File: config.mk
export PLATFORM = sky130hd
export DESIGN_NAME = inst_capture
export DESIGN_NICKNAME = d
export VERILOG_FILES = /design/src/rtl/calc_pkg.sv /design/src/rtl/btn_debounce.sv /design/src/rtl/inst_capture.sv
export SDC_FILE = /design/constraint.sdc
export NUM_CORES = 1
export LEC_CHECK = 0
export ABC_CLOCK_PERIOD_IN_PS = 4800
export BUFFER_PORTS_ARGS = -buffer_cell sky130_fd_sc_hd__buf_2
export CORE_MARGIN = 4
export CORE_UTILIZATION = 40
export CTS_BUF_LIST = sky130_fd_sc_hd__clkbuf_8
export CTS_CLUSTER_SIZE = 12
export DETAILED_ROUTE_END_ITERATION = 10
export PLACE_DENSITY = 0.68
export SYNTH_ARGS = -nofsm -noshare
export SYNTH_HDL_FRONTEND = slang
export SYNTH_HIERARCHICAL = 1
export SYNTH_SLANG_ARGS = --single-unit
File: constraint.sdc
create_clock -name clk -period 4.8 [get_ports clk]
set_input_delay 0.96 -clock clk [delete_from_list [all_inputs] [get_ports clk]]
set_output_delay 0.96 -clock clk [all_outputs]
set_load 0.02 [all_outputs]
File: src/rtl/calc_pkg.sv
// Shared definitions for the nexys3 calculator: instruction fields and capture FSM states.
package calc_pkg;

    // Opcode values carried in the top two bits of an instruction word
    localparam logic [1:0] OP_PUSH = 2'b00;
    localparam logic [1:0] OP_ADD  = 2'b01;
    localparam logic [1:0] OP_MULT = 2'b10;
    localparam logic [1:0] OP_SEND = 2'b11;

    // Instruction word layout: {op[1:0], ra[1:0], rb/immd[3:0]}
    localparam int unsigned INST_W  = 8;
    localparam int unsigned OP_HI   = 7;
    localparam int unsigned OP_LO   = 6;
    localparam int unsigned RA_HI   = 5;
    localparam int unsigned RA_LO   = 4;
    localparam int unsigned RB_HI   = 3;
    localparam int unsigned RB_LO   = 2;
    localparam int unsigned IMMD_HI = 3;
    localparam int unsigned IMMD_LO = 0;

    // Capture FSM states
    typedef enum logic [1:0] {
        StIdle    = 2'd0,
        StPend    = 2'd1,
        StWaitRel = 2'd2
    } cap_state_t;

    // Opcode field of an instruction word
    function automatic logic [1:0] inst_op(input logic [INST_W-1:0] wd);
        return wd[OP_HI:OP_LO];
    endfunction

endpackage

File: src/rtl/btn_debounce.sv
// Push-button conditioner: 2-flop synchronizer, sample-tick divider and stable-sample counter.
// The debounced level only flips after STABLE_N consecutive differing samples.
module btn_debounce #(
    parameter int unsigned SAMPLE_DIV = 10000,
    parameter int unsigned STABLE_N   = 4
) (
    input  logic clk,
    input  logic rst,
    input  logic btn,
    output logic btn_db
);

    localparam int unsigned DIV_W = (SAMPLE_DIV > 1) ? $clog2(SAMPLE_DIV) : 1;
    localparam int unsigned STB_W = (STABLE_N > 1) ? $clog2(STABLE_N) : 1;
    localparam logic [DIV_W-1:0] DIV_MAX = DIV_W'(SAMPLE_DIV - 1);
    localparam logic [STB_W-1:0] STB_MAX = STB_W'(STABLE_N - 1);

    logic             btn_s1;
    logic             btn_s;
    logic [DIV_W-1:0] div_q;
    logic [STB_W-1:0] stb_q;
    logic             tick;

    // Bring the raw button into the clk domain
    always_ff @(posedge clk or posedge rst) begin
        if (rst) begin
            btn_s1 <= 1'b0;
            btn_s  <= 1'b0;
        end else begin
            btn_s1 <= btn;
            btn_s  <= btn_s1;
        end
    end

    assign tick = (div_q == DIV_MAX);

    // Free-running sample divider, wraps after the tick cycle
    always_ff @(posedge clk or posedge rst) begin
        if (rst) begin
            div_q <= '0;
        end else if (tick) begin
            div_q <= '0;
        end else begin
            div_q <= div_q + 1'b1;
        end
    end

    // Count consecutive samples that disagree with the debounced level; toggle on the last one
    always_ff @(posedge clk or posedge rst) begin
        if (rst) begin
            stb_q  <= '0;
            btn_db <= 1'b0;
        end else if (tick) begin
            if (btn_s == btn_db) begin
                stb_q <= '0;
            end else if (stb_q == STB_MAX) begin
                btn_db <= ~btn_db;
                stb_q  <= '0;
            end else begin
                stb_q <= stb_q + 1'b1;
            end
        end
    end

endmodule

File: src/rtl/inst_capture.sv
// Calculator front end: debounces btnS and turns each clean press into exactly one
// valid/ready transfer of the synchronized switch word, counting completed transfers.
module inst_capture #(
    parameter int unsigned SAMPLE_DIV = 10000,
    parameter int unsigned STABLE_N   = 4,
    parameter int unsigned CNT_W      = 8
) (
    input  logic             clk,
    input  logic             rst,
    input  logic [7:0]       sw,
    input  logic             btnS,
    input  logic             inst_rdy,
    output logic             inst_vld,
    output logic [7:0]       inst_wd,
    output logic             btn_db,
    output logic [CNT_W-1:0] inst_cnt
);

    import calc_pkg::*;

    logic [7:0] sw_s1;
    logic [7:0] sw_s;
    logic       btn_db_d1;
    logic       press_q;
    cap_state_t state_q;

    btn_debounce #(
        .SAMPLE_DIV (SAMPLE_DIV),
        .STABLE_N   (STABLE_N)
    ) u_btn_debounce (
        .clk    (clk),
        .rst    (rst),
        .btn    (btnS),
        .btn_db (btn_db)
    );

    // Bring the switch word into the clk domain
    always_ff @(posedge clk or posedge rst) begin
        if (rst) begin
            sw_s1 <= '0;
            sw_s  <= '0;
        end else begin
            sw_s1 <= sw;
            sw_s  <= sw_s1;
        end
    end

    // One-cycle registered pulse on each rising edge of the debounced button
    always_ff @(posedge clk or posedge rst) begin
        if (rst) begin
            btn_db_d1 <= 1'b0;
            press_q   <= 1'b0;
        end else begin
            btn_db_d1 <= btn_db;
            press_q   <= btn_db & ~btn_db_d1;
        end
    end

    // Capture FSM: latch on press, hold until accepted, then wait for release
    always_ff @(posedge clk or posedge rst) begin
        if (rst) begin
            state_q  <= StIdle;
            inst_vld <= 1'b0;
            inst_wd  <= '0;
            inst_cnt <= '0;
        end else begin
            unique case (state_q)
                StIdle: begin
                    if (press_q) begin
                        inst_wd  <= sw_s;
                        inst_vld <= 1'b1;
                        state_q  <= StPend;
                    end
                end
                StPend: begin
                    if (inst_rdy) begin
                        inst_vld <= 1'b0;
                        inst_cnt <= inst_cnt + 1'b1;
                        state_q  <= StWaitRel;
                    end
                end
                StWaitRel: begin
                    if (!btn_db) begin
                        state_q <= StIdle;
                    end
                end
                default: begin
                    inst_vld <= 1'b0;
                    state_q  <= StIdle;
                end
            endcase
        end
    end

endmodule

# After elaboration in Yosys (flattened, before gate mapping)
# Cells that the tools add are included.
# op_classes
n_addsub,3
eq_ne,8
muxes,10
bitwise,5
n_reduce_logical,6
# op_table
operator,count
14-bit by 1-bit adder with 14-bit output (second input constant),1
14-bit equality test (second input constant),1
14-bit two-way mux,1
2-bit two-way mux,5
3-bit AND reduction,3
8-bit by 1-bit adder with 8-bit output (second input constant),1
2-bit != test (second input constant),3
2-bit one-hot mux with 3 select lines,1
2-bit equality test (second input constant),2
1-bit inverter,4
2-bit AND reduction,2
1-bit one-hot mux with 3 select lines,1
2-bit by 1-bit adder with 2-bit output (second input constant),1
2-bit by 1-bit equality test with 1-bit output (second input constant),1
2-bit logical NOT,1
1-bit two-way mux,2
1-bit bitwise AND,1
1-bit equality test,1
# totals
regBits,56
out_inout_bits,18
word_cells,45

# Longest topological paths before layout
# Gate-level depths: netlist (run 1).
# depth
word_depth,3
ltp_mapped,6
depth_no_buf,5

# Modules after synthesis
# The synthesis (run 1) kept the hierarchy.
# by_module_without_submodules
module,n_inst,cells_each,area_per_inst_um2,seq_area_each_um2
inst_capture,1,77,1247.4,925.9
btn_debounce,1,75,848.3,475.5

# Worst setup path after synthesis (run 1)
# OpenSTA, ideal clock, no wires.
# synth_timing
path_type,register to register
startpoint,register u_btn_debounce.div_q[6]
endpoint,register u_btn_debounce.btn_db
t_arrival_ns,1.585
slack_ns,3.088
path_stages_with_launch,5
period_less_slack_ns,1.712
cell_sequence,dfrtp_1 or4b_4 nor4_4 nand2_1 mux2_1
# synth_between
elab_chain_cells,2
# synth_rtl
element,line_no,text
"start, declared",btn_debounce.sv:20,logic [DIV_W-1:0] div_q;
"start signal, assigned",btn_debounce.sv:44,div_q <= div_q + 1'b1;
14-bit equality test,btn_debounce.sv:35,assign tick = (div_q == DIV_MAX);
3-bit AND reduction (no line),n/a,
"end signal, assigned",btn_debounce.sv:57,btn_db <= ~btn_db;
"end, declared",btn_debounce.sv:10,output logic btn_db
# Every way passes these cells.
# A chain may end at the register's enable or synchronous reset.

# Final worst setup path (run 1)
# Ends and elaborated chain as after synthesis.

==> results.tsv, run 1 <==
metric	value	unit
gp_congestion	0.812	
vias_per_cell	4.73	
crit_type	register to register	
timing.final.crit_share	0.438	
min_period	2.10	ns
cp.arrival	2.30	ns
synth.area.top_cells	dfrtp_1 (67%), xor2_1 (4.6%), mux2_2 (4.3%)	
skew	0.00735	ns
dp_hpwl	2290	um
cts.path.max_buffers	2	
worst_setup_path_start_kind	register	
antenna_found_initial	0	
multi_input_area	662	sq um
drv_cap	0	
avgRoutedWirePerCell	12.2	um
antenna_cells	0	
start_util	0.410	
synth.most_common_cell	dfrtp_1	
path_clk_slew	0.10	ns
numCtsBuffers	5	
final_nets	202	
vias	1221	
synthArstFlopShare	1.00	
synth_fp_nets	167	
portBuffers	29	
area_growth	15.6	%
ys.warnings.count	6	
path_cells	or4b_4 > nor4_4 > nand2_1 > mux2_1	
ios	30	
die_w	80.4	um
path_delay_family	simple AND/OR/NAND/NOR gates	
synth-seq-area-share	0.669	
tns	0	ns
peakVddDrop	105	uV
slowest_delay	0.57	ns
detail-route-antenna-nets	0	
avgSynthCellArea	13.8	sq um
maxSlewHeadroom	0.539	
synth.cell_area	2100	sq um
drt_iter0_drc	44	
place_area	2330	sq um
fin_area	2420	sq um
root_buffer	clkbuf_8	
core_region_area	5110	sq um
regArea	1400	sq um
drc	0	
synthFlopType	dfrtp_1	
cp_max_fo	13	
grt_pass1_vias	1199	
post_cts_resized	0	
ctsHoldBuffers	0	
cp_num_buf_inv	0	
rsz0062_at_grt	false	
fill_cells	479	
grt_pass1_wl	5350	um
synthCells	152	
end_kind	register	
synth_top_area_cell	dfrtp_1	
maxSlewViolCount	0	
finalSetupViolations	0	
htree_levels	2	
hold_viol	0	
fp.dieH	80.4	um
cts.sinks	56	
tritoncts	built	
r2r_setup_slack	2.70	ns
drt-pass1-iter-count	4	
synth-seq-cells	56	
power_leakage	1.24	nW
hold_class	register to register	
outcome	complete, no violations	
crit_required	5.00	ns
drive_gt1_frac	0.277	
utilization	0.474	
num_rows	26	
grt_usage	0.111	
yosys-top-cells-count	dfrtp_1 (56), nor2_1 (13), xor2_1 (11), nand2_1 (9)	
crit_path_top_delay_cell	or4b_4	
dieArea	6460	sq um
synth_cell_types	31	
netlist.area_leader.share	0.669	
synth_edf_count	0	
grt_max_degree	38	
wl	3140	um
worst_pin_slew	0.690	ns
fmaxAchievable	476	MHz
p_per_area	350	nW/um^2
grt_overflow	0	
post_cts_buffers	0	
clkLatencyLatePin	0.31	ns
==> worst paths after layout <==
check	start	to	cells past startpoint
setup / recovery	u_btn_debounce/div_q[6]	u_btn_debounce/btn_db	4
hold reg to reg	sw_s1[3]	sw_s[3]	0
max in group asynchronous	rst	u_btn_debounce/btn_s	2
min in group asynchronous	rst	sw_s1[5]	3
hold / removal	sw_s1[3]	sw_s[3]	0
setup reg to reg	u_btn_debounce/div_q[6]	u_btn_debounce/btn_db	4
==> logic make-up after synthesis <==
logic type	synth area share
AOI/OAI and AO/OA	0.0221
xor gates and xnor gates	0.0794
adders and majority gates	0.0179
buffers and inverters	0.0155
DFF	0.669
muxes	0.0603
and+or+nand+nor	0.136
==> power breakdown <==
part	leakage (nW)	switching [W]	total [W]	internal [W]
registers	0.721	0.0000188	0.000512	0.000493
logic	0.470	0.0000464	0.0000760	0.0000296
clock network	0.0463	0.000151	0.000259	0.000107
total	1.24	0.000217	0.000847	0.000630
==> cells in the final DEF, fill, tap and decap left out <==
cell type / count
mux2_1: 1
nor4_4: 1
and4_1: 1
mux2i_1: 1
xnor2_1: 8
nor3_1: 5
inv_8: 1
nand4_1: 5
clkbuf_8: 5
nand4b_1: 1
and3b_1: 1
clkinv_4: 1
nand2b_1: 1
buf_2: 29
xor2_1: 11
or4b_1: 1
inv_1: 6
a22oi_1: 1
a31o_2: 2
nand2_1: 9
a211oi_1: 1
nor2_1: 13
buf_4: 1
o2bb2ai_1: 1
nor2b_1: 3
nor3b_4: 1
or4b_4: 1
dfrtp_1: 56
nand3_1: 5
mux2_2: 8
ha_1: 3
clkinvlp_4: 1
mux2_4: 1
o21ai_0: 1
nor4_1: 1
==> routing by layer <==
metal,track usage,routed length [um],up-vias
li1,-,-,588
met1,0.136,1350,605
met2,0.175,1540,24
met3,0.0404,198,4
met4,0.0456,46,0
met5,0,0,-
==> final cells by class <==
| class | instances | share of cell area |
|---|---|---|
| flip-flops and latches | 56 | 0.579 |
| multi-input cells | 88 | 0.273 |
| repair buffers | 30 | 0.0630 |
| well taps | 70 | 0.0362 |
| clock buffers | 5 | 0.0284 |
| clock inverters | 3 | 0.0114 |
| inverters | 6 | 0.00930 |
==> registers in the layout, summed over array words and instances, names as in the netlist <==
name	count
btn_db_d1	1
inst_cnt	8
inst_vld	1
inst_wd	8
press_q	1
state_q	2
sw_s	8
sw_s1	8
u_btn_debounce/btn_db	1
u_btn_debounce/btn_s	1
u_btn_debounce/btn_s1	1
u_btn_debounce/div_q	14
u_btn_debounce/stb_q	2
==> metrics by stage <==
| step | cells | power, W | worst slack (ns) | hold slack, ns |
|---|---|---|---|---|
| after floorplan | 152 | 0.000569 | 3.01 | 0.331 |
| after global placement | 250 | 0.000598 | 2.73 | 0.332 |
| after detailed placement | 250 | 0.000599 | 2.69 | 0.337 |
| after CTS | 258 | 0.000862 | 2.66 | 0.358 |
| after global routing | 258 | 0.000893 | 2.50 | 0.363 |
| final | 258 | 0.000847 | 2.70 | 0.354 |
No activity file was read; power rests on OpenSTA's default activity.
==> inputs of run 2 (changes only) <==
Settings changed: ABC_CLOCK_PERIOD_IN_PS 4800 to 1830, PLACE_DENSITY 0.68 to 0.7.
Clock period 4.8 ns to 1.83 ns, I/O delays scaled along.
==> run 2 against run 1 <==
Against the previous run: count of clock-buffer cells in the layout is the same; register-to-register slack lost 2.6 ns; sequential power grew to 2.6 times the previous value; first-iteration DRC count grew 75%; clock power grew to 3.1 times the previous value; sequential share of layout area shrank 1.3 points; hold slack lost 0.20 ns; die area is the same; critical path type unchanged; cell count grew 1.6%; via count is essentially flat.
==> results.tsv, run 2 (synthesized netlist as in run 1, its figures left out) <==
metric	value	unit
clkLatencyLatePin	0.30	ns
fp.dieH	80.4	um
startpoint	u_btn_debounce/div_q[11]	
r2r_setup_slack	0.07	ns
p_per_area	951	nW/um^2
hold_class	primary input to register	
vias_per_cell	4.66	
crit_type	register to register	
utilization	0.486	
layout_commonest_cell	dfrtp_1	
drc	0	
root_buffer	clkbuf_8	
cp_max_fo	12	
dp_hpwl	2340	um
grt_max_degree	38	
rsz0062_at_grt	false	
antenna_cells	0	
endpoint	u_btn_debounce/stb_q[0]	
timing.rr.end	u_btn_debounce/stb_q[0]	
end_kind	register	
skew	0.00356	ns
dieArea	6460	sq um
ctsHoldBuffers	0	
p_total	0.00236	W
die_w	80.4	um
grt_pass1_wl	5600	um
peakVddDrop	346	uV
r2r_start	u_btn_debounce/div_q[11]	
num_rows	26	
area_growth	18.3	%
outcome	complete, no violations	
tritoncts	built	
grt_overflow	0	
final_cell_mix	dfrtp_1 (56), buf_2 (29), nor2_1 (13)	
drt_iter0_drc	77	
finalSetupViolations	0	
final_nets	206	
drt-pass1-iter-count	4	
grt_usage	0.113	
vias	1222	
detail-route-antenna-nets	0	
ios	30	
portBuffers	29	
worst_pin_slew	0.706	ns
maxSlewHeadroom	0.529	
tns	0	ns
min_period	1.76	ns
wl	3350	um
drive_gt1_frac	0.297	
core_region_area	5110	sq um
crit_required	2.03	ns
grt_pass1_vias	1193	
cts.sinks	56	
maxSlewViolCount	0	
start_util	0.410	
hold_viol	0	
power_leakage	1.27	nW
largest-register	u_btn_debounce/div_q	
antenna_found_initial	0	
drv_cap	0	
largest_reg_flops	14	
fmaxAchievable	570	MHz
htree_levels	2	
path_clk_slew	0.10	ns
timing.final.crit_share	0.959	
cts.path.max_buffers	2	
worst_setup_path_start_kind	register	
cp.arrival	1.96	ns
gp_congestion	0.802	
worst-r2r-cell-count	5	
whs_path_depth	1	
avgRoutedWirePerCell	12.8	um
numCtsBuffers	5	
[run 2: area by class of cell]
cell class | count | area [sq um]
fill | 460 | 2630
sequential | 56 | 1400
inverter | 6 | 22.5
clock buffer | 5 | 68.8
multi-input combinational | 88 | 667
clock inverter | 3 | 46.3
tap | 70 | 87.6
timing repair buffer | 34 | 186
[run 2: worst min-delay path by stage]
stage	start	end
5_1_grt	sw[2]	sw_s1[2]
6_report	sw[2]	sw_s1[2]
4_1_cts	sw[6]	sw_s1[6]
3_5_place_dp	sw_s1[5]	sw_s[5]
3_3_place_gp	sw_s1[6]	sw_s[6]
2_1_floorplan	rst	u_btn_debounce/btn_db
[run 2: power breakdown]
| group | total, W | internal, W | leakage (nW) | switching, W |
|---|---|---|---|---|
| Combinational | 0.000198 | 0.0000776 | 0.491 | 0.000121 |
| Sequential | 0.00135 | 0.00129 | 0.721 | 0.0000539 |
| Clock | 0.000813 | 0.000413 | 0.0548 | 0.000400 |
[run 2: worst max-delay path, stage by stage, from the launching register on]
cell,delay (ns)
dfrtp_1,0.43
or4b_4,0.51
nor4_4,0.27
buf_6,0.19
nor2b_1,0.05
a31o_2,0.20
[run 2: per-layer routing]
layer / wire (um) / GRT usage / vias up / part of all wire
met5: 0 / 0 / - / 0
met4: 34 / 0.0372 / 0 / 0.010
met3: 188 / 0.0336 / 4 / 0.056
met2: 1530 / 0.174 / 30 / 0.46
met1: 1600 / 0.152 / 598 / 0.48
li1: - / - / 590 / -
[run 2: timing repair]
action                                  CTS  global route
resized for setup                         0             2
setup buffers                             0             0
endpoints found under the setup margin    0             2
[run 2: through the flow]
stage                     hold WS (ns)  setup slack, ns  cells  cell area (sq um)
after floorplan                  0.317            0.118    152               2100
after global placement           0.331            0.115    254               2360
after detailed placement         0.338           0.0407    254               2360
after CTS                        0.146           0.0289    262               2470
after global routing             0.133           0.0145    262               2480
final                            0.158           0.0745    262               2480
==> inputs of run 3 (changes only) <==
Settings changed: CELL_PAD_IN_SITES_DETAIL_PLACEMENT set to 1, CELL_PAD_IN_SITES_GLOBAL_PLACEMENT set to 1, GPL_TIMING_DRIVEN set to 0, PLACE_DENSITY 0.7 to 0.81.
==> run 3 against run 2 <==
Against the previous run: global-route usage increased by 1.1 points; first-iteration DRC count shrank 52%; clock power down 15%; fmax is 1.3% lower; power is 4.5% lower; non-clock buffer count is 2 lower; setup slack got worse by 0.023 ns; hold slack got worse by 0.021 ns; critical endpoint is now u_btn_debounce/btn_db; largest cell class unchanged.
==> results.tsv, run 3 (synthesized netlist as in run 1, its figures left out) <==
metric	value	unit
crit_path_top_delay_cell	or4b_4	
worst_pin_slew	0.746	ns
num_rows	26	
vias_per_cell	4.78	
maxSlewViolCount	0	
endpoint	u_btn_debounce/btn_db	
clkLatencyLatePin	0.31	ns
whs	0.137	ns
ctsHoldBuffers	0	
worst_setup_path_start_kind	register	
die_w	80.4	um
fp.dieH	80.4	um
largest-register	u_btn_debounce/div_q	
fin_ws	0.0519	ns
area_growth	17.6	%
drive_gt1_frac	0.295	
maxSlewHeadroom	0.502	
cts.path.max_buffers	2	
root_buffer	clkbuf_8	
slowest_delay	0.55	ns
dieArea	6460	sq um
hold_viol	0	
path_clk_slew	0.11	ns
min_period	1.78	ns
finalSetupViolations	0	
layout_commonest_cell	dfrtp_1	
cp.arrival	1.98	ns
avgRoutedWirePerCell	14.0	um
crit_type	register to register	
antenna_cells	0	
dp_hpwl	2740	um
start_util	0.410	
outcome	complete, no violations	
numCtsBuffers	5	
preCtsSetupSlack	-0.00428	ns
drt_iter0_drc	37	
gp_congestion	0.684	
tns	0	ns
drc	0	
timing.final.crit_share	0.972	
p_per_area	914	nW/um^2
drt-pass1-iter-count	4	
skew	0.00764	ns
power_leakage	1.26	nW
drv_cap	0	
worst-r2r-cell-count	4	
fmaxAchievable	562	MHz
core_region_area	5110	sq um
grt_max_degree	25	
path_cells	or4b_4 > nor4_4 > nand2_1 > mux2_1	
vias	1242	
wl	3630	um
ios	30	
rsz0062_at_grt	true	
portBuffers	29	
final_cell_mix	dfrtp_1 (56), buf_2 (29), nor2_1 (13)	
cts.sinks	56	
largest_reg_flops	14	
tritoncts	built	
r2r_start	u_btn_debounce/div_q[4]	
htree_levels	2	
grt_overflow	0	
grt_pass1_wl	6100	um
final_nets	204	
peakVddDrop	325	uV
grt_usage	0.124	
timing.rr.end	u_btn_debounce/btn_db	
antenna_found_initial	0	
grt_pass1_vias	1357	
cp_max_fo	4	
startpoint	u_btn_debounce/div_q[4]	
end_kind	register	
detail-route-antenna-nets	0	
r2r_setup_slack	0.05	ns
hold_class	primary input to asynchronous set/reset pin	
crit_required	2.03	ns
## run 3: final cells by class
class	count	area [sq um]
fill	556	2640
sequential	56	1400
multi-input combinational	88	671
timing repair buffer	30	173
tap	70	87.6
clock buffer	5	68.8
clock inverter	3	27.5
inverter	6	22.5
buffer	2	12.5
## run 3: what timing repair did
| action | 4_1_cts | 5_1_grt |
|---|---|---|
| pin swaps | 1 | 0 |
| setup endpoints to repair | 3 | 3 |
| buffers inserted | 0 | 0 |
| gates resized for setup | 1 | 2 |
| endpoints found under the hold margin | 0 | 0 |
## run 3: how the worst min path moves through the flow
stage                     startpoint                    end  depth (start not counted)
after global placement      sw_s1[5]                sw_s[5]                          0
final                            rst               inst_vld                          2
after floorplan                  rst  u_btn_debounce/btn_db                          1
after global routing           sw[4]               sw_s1[4]                          1
after CTS                      sw[5]               sw_s1[5]                          1
after detailed placement    sw_s1[0]                sw_s[0]                          0
## run 3: metrics by stage
| step | cells | util | cell area, sq um | power, W |
|---|---|---|---|---|
| final | 260 | 0.482 | 2460 | 0.00225 |
| after global routing | 260 | 0.482 | 2460 | 0.00237 |
| after CTS | 260 | 0.481 | 2450 | 0.00229 |
| after detailed placement | 252 | 0.461 | 2360 | 0.00159 |
| after global placement | 251 | 0.456 | 2330 | 0.00157 |
| after floorplan | 152 | - | 2100 | 0.00149 |
## run 3: metal layers
metal,global-route usage,wire (um),vias to the layer above
met2,0.216,1830,24
met3,0.0381,170,4
met1,0.145,1590,626
met4,0.0405,47,0
li1,-,-,588
met5,0,0,-
## run 3: power breakdown
part,internal (W),switching [W]
combinational,0.0000836,0.000128
clock,0.000282,0.000412
sequential,0.00129,0.0000546
total,0.00166,0.000594
## run 3: worst max-delay path, delay by kind of cell (launching register included)
kind,cells,cell delay (ns)
AND/OR/NAND/NOR,3,0.95
flip-flops,1,0.41
multiplexers,1,0.31
